--- src/rtl/v2f_seq_wide_mul.sv ---
// Sequential WIDTH x WIDTH multiplier issuing one LIMB x LIMB partial product per cycle.
// Every multi-word add or negate ripples a carry through LIMB-wide slices, so no single adder exceeds 2*LIMB bits.
module v2f_seq_wide_mul #(
    parameter int unsigned WIDTH  = 64,
    parameter int unsigned LIMB   = 16,
    parameter int unsigned SIGNED = 0,
    parameter int unsigned FULL   = 1
) (
    input  logic                                     pos_clk,
    input  logic                                     pos_arst,
    input  logic                                     in_valid,
    output logic                                     in_ready,
    input  logic [WIDTH-1:0]                         a,
    input  logic [WIDTH-1:0]                         b,
    output logic                                     out_valid,
    input  logic                                     out_ready,
    output logic [(FULL != 0 ? 2*WIDTH : WIDTH)-1:0] y,
    output logic                                     busy
);
    localparam int unsigned N  = WIDTH / LIMB;
    localparam int unsigned RW = (FULL != 0) ? 2 * WIDTH : WIDTH;
    localparam int unsigned RN = RW / LIMB;
    localparam int unsigned CW = $clog2(N);
    localparam int unsigned PW = 2 * LIMB;
    localparam int unsigned SW = LIMB + 1;

    typedef enum logic [1:0] {IDLE, MUL, SIGN, DONE} state_t;

    state_t           state;
    logic [WIDTH-1:0] a_q;
    logic [WIDTH-1:0] b_q;
    logic             neg_q;
    logic [RW-1:0]    acc;
    logic [CW-1:0]    i_q;
    logic [CW-1:0]    j_q;

    logic [LIMB-1:0]  a_limb;
    logic [LIMB-1:0]  b_limb;
    logic [PW-1:0]    pp;
    logic [RW-1:0]    acc_sum;
    logic [RW-1:0]    acc_neg;
    logic [WIDTH-1:0] a_abs;
    logic [WIDTH-1:0] b_abs;
    logic             j_last;
    logic             pair_last;
    int               pos;

    // Two's complement negate: invert, then add one with a carry rippled limb by limb.
    function automatic logic [RW-1:0] negate(input logic [RW-1:0] x);
        logic [RW-1:0]   r;
        logic [LIMB-1:0] inv;
        logic [SW-1:0]   s;
        logic            c;
        r = '0;
        c = 1'b1;
        for (int k = 0; k < int'(RN); k++) begin
            inv = ~x[k*LIMB +: LIMB];
            s   = SW'(inv) + SW'(c);
            r[k*LIMB +: LIMB] = s[LIMB-1:0];
            c   = s[SW-1];
        end
        return r;
    endfunction

    // Operand magnitudes; the most negative value maps onto its unsigned magnitude.
    always_comb begin
        a_abs = a;
        b_abs = b;
        if (SIGNED != 0) begin
            if (a[WIDTH-1]) a_abs = WIDTH'(negate(RW'(a)));
            if (b[WIDTH-1]) b_abs = WIDTH'(negate(RW'(b)));
        end
    end

    // Current limb pair, its product and the position of the last pair.
    always_comb begin
        a_limb = '0;
        b_limb = '0;
        for (int k = 0; k < int'(N); k++) begin
            if (k == int'(i_q)) a_limb = a_q[k*LIMB +: LIMB];
            if (k == int'(j_q)) b_limb = b_q[k*LIMB +: LIMB];
        end
        pp        = PW'(a_limb) * PW'(b_limb);
        pos       = int'(i_q) + int'(j_q);
        j_last    = (FULL != 0) ? (int'(j_q) == int'(N) - 1) : (pos == int'(N) - 1);
        pair_last = j_last && (int'(i_q) == int'(N) - 1);
    end

    // Accumulate the shifted product; the high half falls off the top when truncating.
    always_comb begin
        logic            carry;
        logic [LIMB-1:0] addend;
        logic [LIMB-1:0] acc_limb;
        logic [SW-1:0]   s;
        carry   = 1'b0;
        acc_sum = '0;
        for (int k = 0; k < int'(RN); k++) begin
            addend = '0;
            if (k == pos)          addend = pp[LIMB-1:0];
            else if (k == pos + 1) addend = pp[PW-1:LIMB];
            acc_limb = acc[k*LIMB +: LIMB];
            s        = SW'(acc_limb) + SW'(addend) + SW'(carry);
            acc_sum[k*LIMB +: LIMB] = s[LIMB-1:0];
            carry    = s[SW-1];
        end
    end

    always_comb acc_neg = negate(acc);

    always_ff @(posedge pos_clk or posedge pos_arst) begin
        if (pos_arst) begin
            state     <= IDLE;
            a_q       <= '0;
            b_q       <= '0;
            neg_q     <= 1'b0;
            acc       <= '0;
            i_q       <= '0;
            j_q       <= '0;
            y         <= '0;
            in_ready  <= 1'b0;
            out_valid <= 1'b0;
            busy      <= 1'b0;
        end else begin
            case (state)
                IDLE: begin
                    in_ready <= 1'b1;
                    if (in_valid && in_ready) begin
                        a_q      <= a_abs;
                        b_q      <= b_abs;
                        neg_q    <= (SIGNED != 0) ? (a[WIDTH-1] ^ b[WIDTH-1]) : 1'b0;
                        acc      <= '0;
                        i_q      <= '0;
                        j_q      <= '0;
                        in_ready <= 1'b0;
                        busy     <= 1'b1;
                        state    <= MUL;
                    end
                end
                MUL: begin
                    acc <= acc_sum;
                    if (j_last) begin
                        j_q <= '0;
                        i_q <= i_q + CW'(1);
                    end else begin
                        j_q <= j_q + CW'(1);
                    end
                    if (pair_last) begin
                        if (SIGNED != 0) begin
                            state <= SIGN;
                        end else begin
                            y         <= acc_sum;
                            out_valid <= 1'b1;
                            busy      <= 1'b0;
                            state     <= DONE;
                        end
                    end
                end
                SIGN: begin
                    y         <= neg_q ? acc_neg : acc;
                    out_valid <= 1'b1;
                    busy      <= 1'b0;
                    state     <= DONE;
                end
                DONE: begin
                    if (out_ready) begin
                        out_valid <= 1'b0;
                        in_ready  <= 1'b1;
                        state     <= IDLE;
                    end
                end
                default: state <= IDLE;
            endcase
        end
    end
endmodule

--- config.mk ---
export PLATFORM = sky130hd
export DESIGN_NAME = v2f_seq_wide_mul
export DESIGN_NICKNAME = d
export VERILOG_FILES = /design/src/rtl/v2f_seq_wide_mul.sv
export SDC_FILE = /design/constraint.sdc
export NUM_CORES = 2
export LEC_CHECK = 0
export CAP_MARGIN = 20
export CORE_ASPECT_RATIO = 0.75
export CORE_MARGIN = 2
export CORE_UTILIZATION = 35
export DETAILED_ROUTE_END_ITERATION = 7
export PLACE_DENSITY = 0.65
export REMOVE_ABC_BUFFERS = 1
export SLEW_MARGIN = 20
export SYNTH_ARGS = -nofsm -noshare
export SYNTH_HDL_FRONTEND = slang
export SYNTH_SLANG_ARGS = --single-unit
--- constraint.sdc ---
create_clock -name pos_clk -period 29.1 [get_ports pos_clk]
set_input_delay 5.82 -clock pos_clk [delete_from_list [all_inputs] [get_ports pos_clk]]
set_output_delay 5.82 -clock pos_clk [all_outputs]
set_load 0.03 [all_outputs]
# After elaboration in Yosys (flattened, before gate mapping)
# Cells that the tools add are included.
[totals]
register_bits = 393
output_inout_bits = 131
[op_classes]
n_mul = 1
reduce_logical = 20
muxes = 46
addsub = 19
eq_ne = 29
[op_table]
columns = ["cell", "count"]
rows = [
  ["one-hot mux 128 bit (2 select lines)", 2],
  ["2-to-1 mux 16 bit", 24],
  ["2-to-1 mux 128 bit", 2],
  ["adder 16 x 16 -> 17 bit", 7],
  ["adder 17 x 1 -> 17 bit", 6],
  ["== test 4 x 32 -> 1 bit, first input constant", 3],
  ["== test 3 x 32 -> 1 bit, first input constant", 2],
  ["logical NOT 32 bit", 2],
  ["== test 2 x 32 -> 1 bit, first input constant", 1],
  ["multiplier 16 x 16 -> 32 bit", 1],
  ["adder 16 x 1 -> 16 bit", 1],
  ["adder 16 bit", 1],
  ["== test 3 bit, first input constant", 4],
  ["2-to-1 mux 2 bit", 6],
  ["AND reduction 3 bit", 4],
  ["== test 2 bit, first input constant", 4],
  ["!= test 2 bit, second input constant", 4],
  ["one-hot mux 2 bit (2 select lines)", 2],
  ["one-hot mux 2 bit (4 select lines)", 1],
  ["AND reduction 2 bit", 4],
  ["== test 2 x 1 -> 1 bit, second input constant", 3],
  ["== test 2 x 3 -> 1 bit, first input constant", 2],
  ["logical NOT 2 bit", 3],
  ["2-to-1 mux 1 bit", 6],
  ["12 further kinds", 20],
]

# Logic depth before layout (Yosys ltp)
[logic_depth]
ltp_word = 18
depth_mapped = 120
mapped_depth_nobuf = 118

# Worst setup path after synthesis
# Ideal clock, no wire load.
[synth_timing]
path_kind = "register -> register"
from = "register i_q[1]"
to = "register y[126] (netlist bit)"
n_path_buf = 3
setup_ns = 0.133
arrival_time_ns = 24.940
slack_ns = 4.027
stages_incl_launch_ff = 117
path_cell_list = "dfrtp_1 inv_1 ha_1 clkbuf_1 clkbuf_1 a21oi_1 nor2_1 a21oi_1 nor2_1 a21o_1 clkbuf_1 nand2_1 fa_1 fa_1 fa_1 fa_1 inv_1 fa_1 [81 not listed] nor2b_1 o21a_1 o41ai_2 o21ai_0 o221ai_1 o21ai_0 fa_1 fa_1 a21o_1 a21oi_1 o21bai_1 a2111oi_2 nor3_1 o21a_1 o41a_1 xor2_1 mux2i_1 o21ai_0"
[synth_via]
elab_chain_len = 18
elab_cells_between_ends = 64
classes_between = "add/sub: 17; mul: 1; eq/ne: 19; mux: 22; reduce/logical: 5"
[synth_rtl]
columns = ["item", "line_no", "rtl"]
rows = [
  ["from (decl)", "34", "logic [CW-1:0] i_q;"],
  ["from (signal assigned)", "143", "i_q <= i_q + CW'(1);"],
  ["logical NOT 2 bit", "80", "if (k == int'(i_q)) a_limb = a_q[k*LIMB +: LIMB];"],
  ["2-to-1 mux 16 bit (4 in a row)", "80", ""],
  ["multiplier 16 x 16 -> 32 bit", "83", "pp = PW'(a_limb) * PW'(b_limb);"],
  ["2-to-1 mux 16 bit", "100", "else if (k == pos + 1) addend = pp[PW-1:LIMB];"],
  ["2-to-1 mux 16 bit", "99", "if (k == pos) addend = pp[LIMB-1:0];"],
  ["adder 16 x 16 -> 17 bit", "102", "s = SW'(acc_limb) + SW'(addend) + SW'(carry);"],
  ["adder 17 x 1 -> 17 bit (6 in a row)", "102", ""],
  ["adder 16 x 1 -> 16 bit", "102", ""],
  ["2-to-1 mux 128 bit", "147", "if (pair_last) begin"],
  ["one-hot mux 128 bit (2 select lines)", "124", "case (state)"],
  ["to (signal assigned)", "151", "y <= acc_sum;"],
  ["to (signal assigned)", "159", "y <= neg_q ? acc_neg : acc;"],
  ["to (decl)", "17", "output logic [(FULL != 0 ? 2*WIDTH : WIDTH)-1:0] y,"],
]
# Parallel ways exist; a longest one is shown, timed or not. The select of a mux whose other input is x is not followed.
# A chain may end at the register's enable or synchronous reset.

# Worst setup path in the final report
# Same ends and word-level chain as after synthesis.

==> results.md <==
- The flow ran to the end, and the final reports show no timing, DRC or antenna violations.
- The number of port buffers is between 200 and 300.
- Of the cells placed in the final design, the portion with a size suffix greater than 1 is approximately a tenth.
- The finished cells cover approximately 0.037 mm².
- Once the floorplan was initialized, standard cells occupied 35.4% of the core.
- The largest net degree at the start of global routing is roughly 140.
- The clock reaches the later pin of the worst-skew pair after 620 ps.
- The total global-route track usage is 20.2%.
- By area the synthesized netlist is led by dfrtp_1, fa_1, ha_1.
- For this run, the number of Yosys warnings is 0.
- The total cell area at the placement stage is ~0.035 mm².
- The top fanout value on the critical path is 23.
- Counting both buffers and inverters, the worst setup path holds a total of 8.
- The max-slew headroom at the worst pin is 25.4%.
- For this run, the leading register cell type out of synthesis is dfrtp_1.
- The fraction of registers with async set or reset after synthesis is 100%.
- The floorplan step defined a core boundary enclosing 0.0881 mm².
- The count of H-tree levels built during CTS is 2.
- The initial antenna violation count came to 5.
- The footprint of the flip-flops and latches is 0.00984 mm².
- The count of clock tree sinks is about 390.
- The average instance in the mapped netlist occupies about 9.4 µm².
- The endpoint of the most critical setup path is y[126].
- The count of distinct cell types in the synthesized netlist is between 60 and 70.
- The clock passes through at most 3 buffers.
- The portion of the post-synthesis area used by sequential elements is between 30% and 40%.
- The number of hold buffers added after CTS was 0.
- The CTS tree is done.
- The wire length of the first global-routing pass is about 140 mm.
- The category of the critical setup timing path is flop to flop.
- The critical path crosses ~120 cells after its start point.
- STA classifies the critical path endpoint as a flop.
- The setup TNS is 0 ps.
- Subtracting the final worst setup slack from the clock period gives between 20,000 and 30,000 ps.
- The total congestion overflow is 0.
- The startpoint identified for the worst register-to-register timing path is i_q[1].
- The portion of synthesized cell area occupied by the leading cell type is approximately a third.
- The peak per-stage delay on the critical path is roughly 550 ps.
- The actual slew at the worst max-slew pin is approximately 1100 ps.
- The detail-routed via count per cell is 5.41.
- Once layout is complete, the cells apart from fillers number ~4,700.
- The reg-to-reg setup timing slack is 1690 ps.
- The final hold violation count is 0.
- The first TritonRoute pass finished after 6 iterations.
- Timing would allow up to about 36 MHz.
- The end of the worst register-to-register path is y[126].
- Compared with the post-synthesis result, the final layout area differs by 18.5%.
- Setup repair after global routing left no endpoint under its margin.
- In this run, the number of DRC markers left after iteration 0 of detailed routing was between 2,000 and 2,500.
- The data required time at the worst endpoint is a little under 30,000 ps.
- On the critical path the largest part of the delay comes from compound AO/OA/AOI/OAI gates.
- The number of cells on the worst reg-to-reg path is between 100 and 150.
- The number of slew-limit violations in the final report is 0.
- The detail-routed net length per standard cell is between 20 and 25 µm.
- The count of unresolved DRC violations after routing is 0.
- ~260 I/O pins were placed.
- The count of max-cap constraint violations is 0.
- The die outline height is between 200 and 300 µm.
- The slowest stage of the critical path belongs to the cell fa_1.
- Routability-driven placement finished with a final weighted congestion of 0.926.
- In the final layout, the multi-input gates occupy between 0.02 and 0.025 mm².
- The netlist area before placement is between 0.03 and 0.04 mm².
- The share of the clock period used by the worst path after layout is 94.2%.
- Setup violations remaining at the end of the flow were counted as 0.
- The minimum setup slack after placement is around 1300 ps.
- The detail route stage leaves a number of antenna-violating nets equal to 0.
- The floorplan has 94 rows.
- The number of inserted diodes is 0.
- The clock root buffer is clkbuf_16.
- Clock skew on the completed layout was measured at between 30 and 40 ps.
- The worst setup path is launched from a flop.
- For the worst setup path, the data arrival time is ~28,000 ps.
- Measured along the x axis, the die boundary spans 349 µm.
- The most used cell along the critical path is fa_1.
- The count of fill cells added during filler insertion is ~8,400.
- After the last flow step, the layout net total stands at roughly 4,100.
- The leading area contributor after synthesis is dfrtp_1.
- The count of placed standard cells including taps is between 4,000 and 5,000.
- The register bit total from synthesis is between 300 and 400.
- Wires add up to between 90 and 100 mm.
- Counting flops with a built-in enable in the synthesized netlist gives 0.
- The CTS buffer count is 44.
- The clock transition at the register clock pins on the worst setup and hold paths after CTS is ~60 ps.
- After legalization and detailed placement, the total HPWL measured around 69 mm.
- The number of global-route vias before repair is around 24,000.
- Setup slack on the critical path of the routed design comes to roughly 1700 ps.
- The gate count after technology mapping is 3,305.
- The die covers approximately 0.092 mm².
- The worst min-delay path class is flop to flop.
- The most critical setup path has its startpoint at i_q[1].
- The routed layout has ~25,000 vias.
==> layout make-up <==
class | count | share of cell area [%]
Tap cell | 1152 | 3.90
Clock inverter | 27 | 1.16
Multi-Input combinational cell | 2485 | 54.3
Timing Repair Buffer | 317 | 8.25
Sequential cell | 393 | 26.6
Inverter | 261 | 2.67
Clock buffer | 52 | 3.14
==> what timing repair did <==
action	4_1_cts	5_1_grt
setup endpoints to repair	0	11
hold endpoints to repair	0	0
resized for setup	0	42
buffers inserted	0	1
==> synthesized netlist by cell type (5+ instances only) <==
cell type    n
a211o_1      5
a211oi_1     6
a21o_1      68
a21oi_1    201
a22o_1     116
a31oi_1      9
a32o_1       7
and2_1      13
and3_1      21
buf_1       28
clkbuf_1   135
dfrtp_1    393
fa_1       210
ha_1       241
inv_1      261
mux2_2     129
mux2i_1    105
nand2_1    380
nand2b_1    23
nand3_1     22
nor2_1     294
nor2b_1     20
nor3_1      41
o21a_1      22
o21ai_0    195
o21ai_1     12
o21bai_1    14
o22ai_1    111
o31ai_1      8
o41a_1       7
or2_2        5
or3_1       10
xnor2_1     89
xor2_1      45
==> per-layer routing <==
metal  global-route usage (%)  part of all wire (%)  up-vias
li1                         -                     -    11800
met1                     30.7                    47    12400
met2                     28.4                    41      969
met3                     5.12                   9.1      131
met4                     4.62                   2.2        0
met5                        0                     0        -
==> worst register-to-register path: cells and delay by family, from the launching register on <==
family,cells,cell delay [ps]
mux,1,120
simple gates,20,2210
xor+xnor,2,350
fa+ha+maj,23,10180
flops,1,490
compound gates,63,12890
buf+inv,8,1010
==> sequential cells by signal, summed over array words and instances (netlist names), 2 cells and up <==
| register | cells |
|---|---|
| acc | 128 |
| j_q | 2 |
| state | 2 |
| y | 128 |
| i_q | 2 |
| a_q | 64 |
| b_q | 64 |
==> stage by stage <==
| stage | hold slack (ps) | util (%) |
|---|---|---|
| finish | 478 | 42.0 |
| global route | 511 | 42.0 |
| CTS | 485 | 41.8 |
| detailed placement | 470 | 40.0 |
| global placement | 464 | 40.0 |
| floorplan | 470 | - |
==> logic make-up (layout without fill, tap and decap cells) <==
family | Yosys count | count (layout) | share of synthesized area (%)
adders and majority gates | 451 | 451 | 23.1
buffers and inverters | 427 | 657 | 5.17
AOI/OAI and AO/OA | 822 | 822 | 17.0
xor gates and xnor gates | 136 | 136 | 3.90
DFF | 393 | 393 | 31.5
and+or+nand+nor | 842 | 842 | 11.3
muxes | 234 | 234 | 8.02
==> worst min path at each step <==
| stage | endpoint | start | depth (start not counted) | slack (ps) |
|---|---|---|---|---|
| 2_1_floorplan | acc[108] | acc[108] | 2 | 470 |
| 3_3_place_gp | y[0] | y[0] | 2 | 460 |
| 3_5_place_dp | y[26] | y[26] | 2 | 470 |
| 4_1_cts | y[26] | y[26] | 2 | 480 |
| 5_1_grt | y[91] | y[91] | 2 | 510 |
| 6_report | y[26] | y[26] | 2 | 480 |
==> cell usage in the layout, fill, tap and decap left out, types with 7 or more instances in the layout <==
| cell | count |
|---|---|
| dfrtp_1 | 392 |
| nand2_1 | 379 |
| nor2_1 | 293 |
| clkdlybuf4s50_1 | 262 |
| inv_1 | 260 |
| ha_1 | 232 |
| fa_1 | 210 |
| o21ai_0 | 194 |
| a21oi_1 | 190 |
| mux2_2 | 129 |
| a22o_1 | 116 |
| o22ai_1 | 111 |
| mux2i_1 | 105 |
| xnor2_1 | 83 |
| a21o_1 | 57 |
| buf_4 | 53 |
| clkbuf_16 | 44 |
| nor3_1 | 41 |
| xor2_1 | 40 |
| nand2b_1 | 23 |
| o21a_1 | 22 |
| and3_1 | 21 |
| nand3_1 | 21 |
| nor2b_1 | 20 |
| o21bai_1 | 14 |
| o21ai_1 | 12 |
| and2_1 | 12 |
| or3_1 | 10 |
| bufinv_16 | 10 |
| a31oi_1 | 9 |
| a21o_2 | 9 |
| clkinv_2 | 9 |
| o31ai_1 | 8 |
| a21oi_2 | 8 |
| o41a_1 | 7 |
| a32o_1 | 7 |
Power is left out: the tool's default activity adds up to more than one toggle a clock period on the data nets, which glitch-free logic cannot reach.
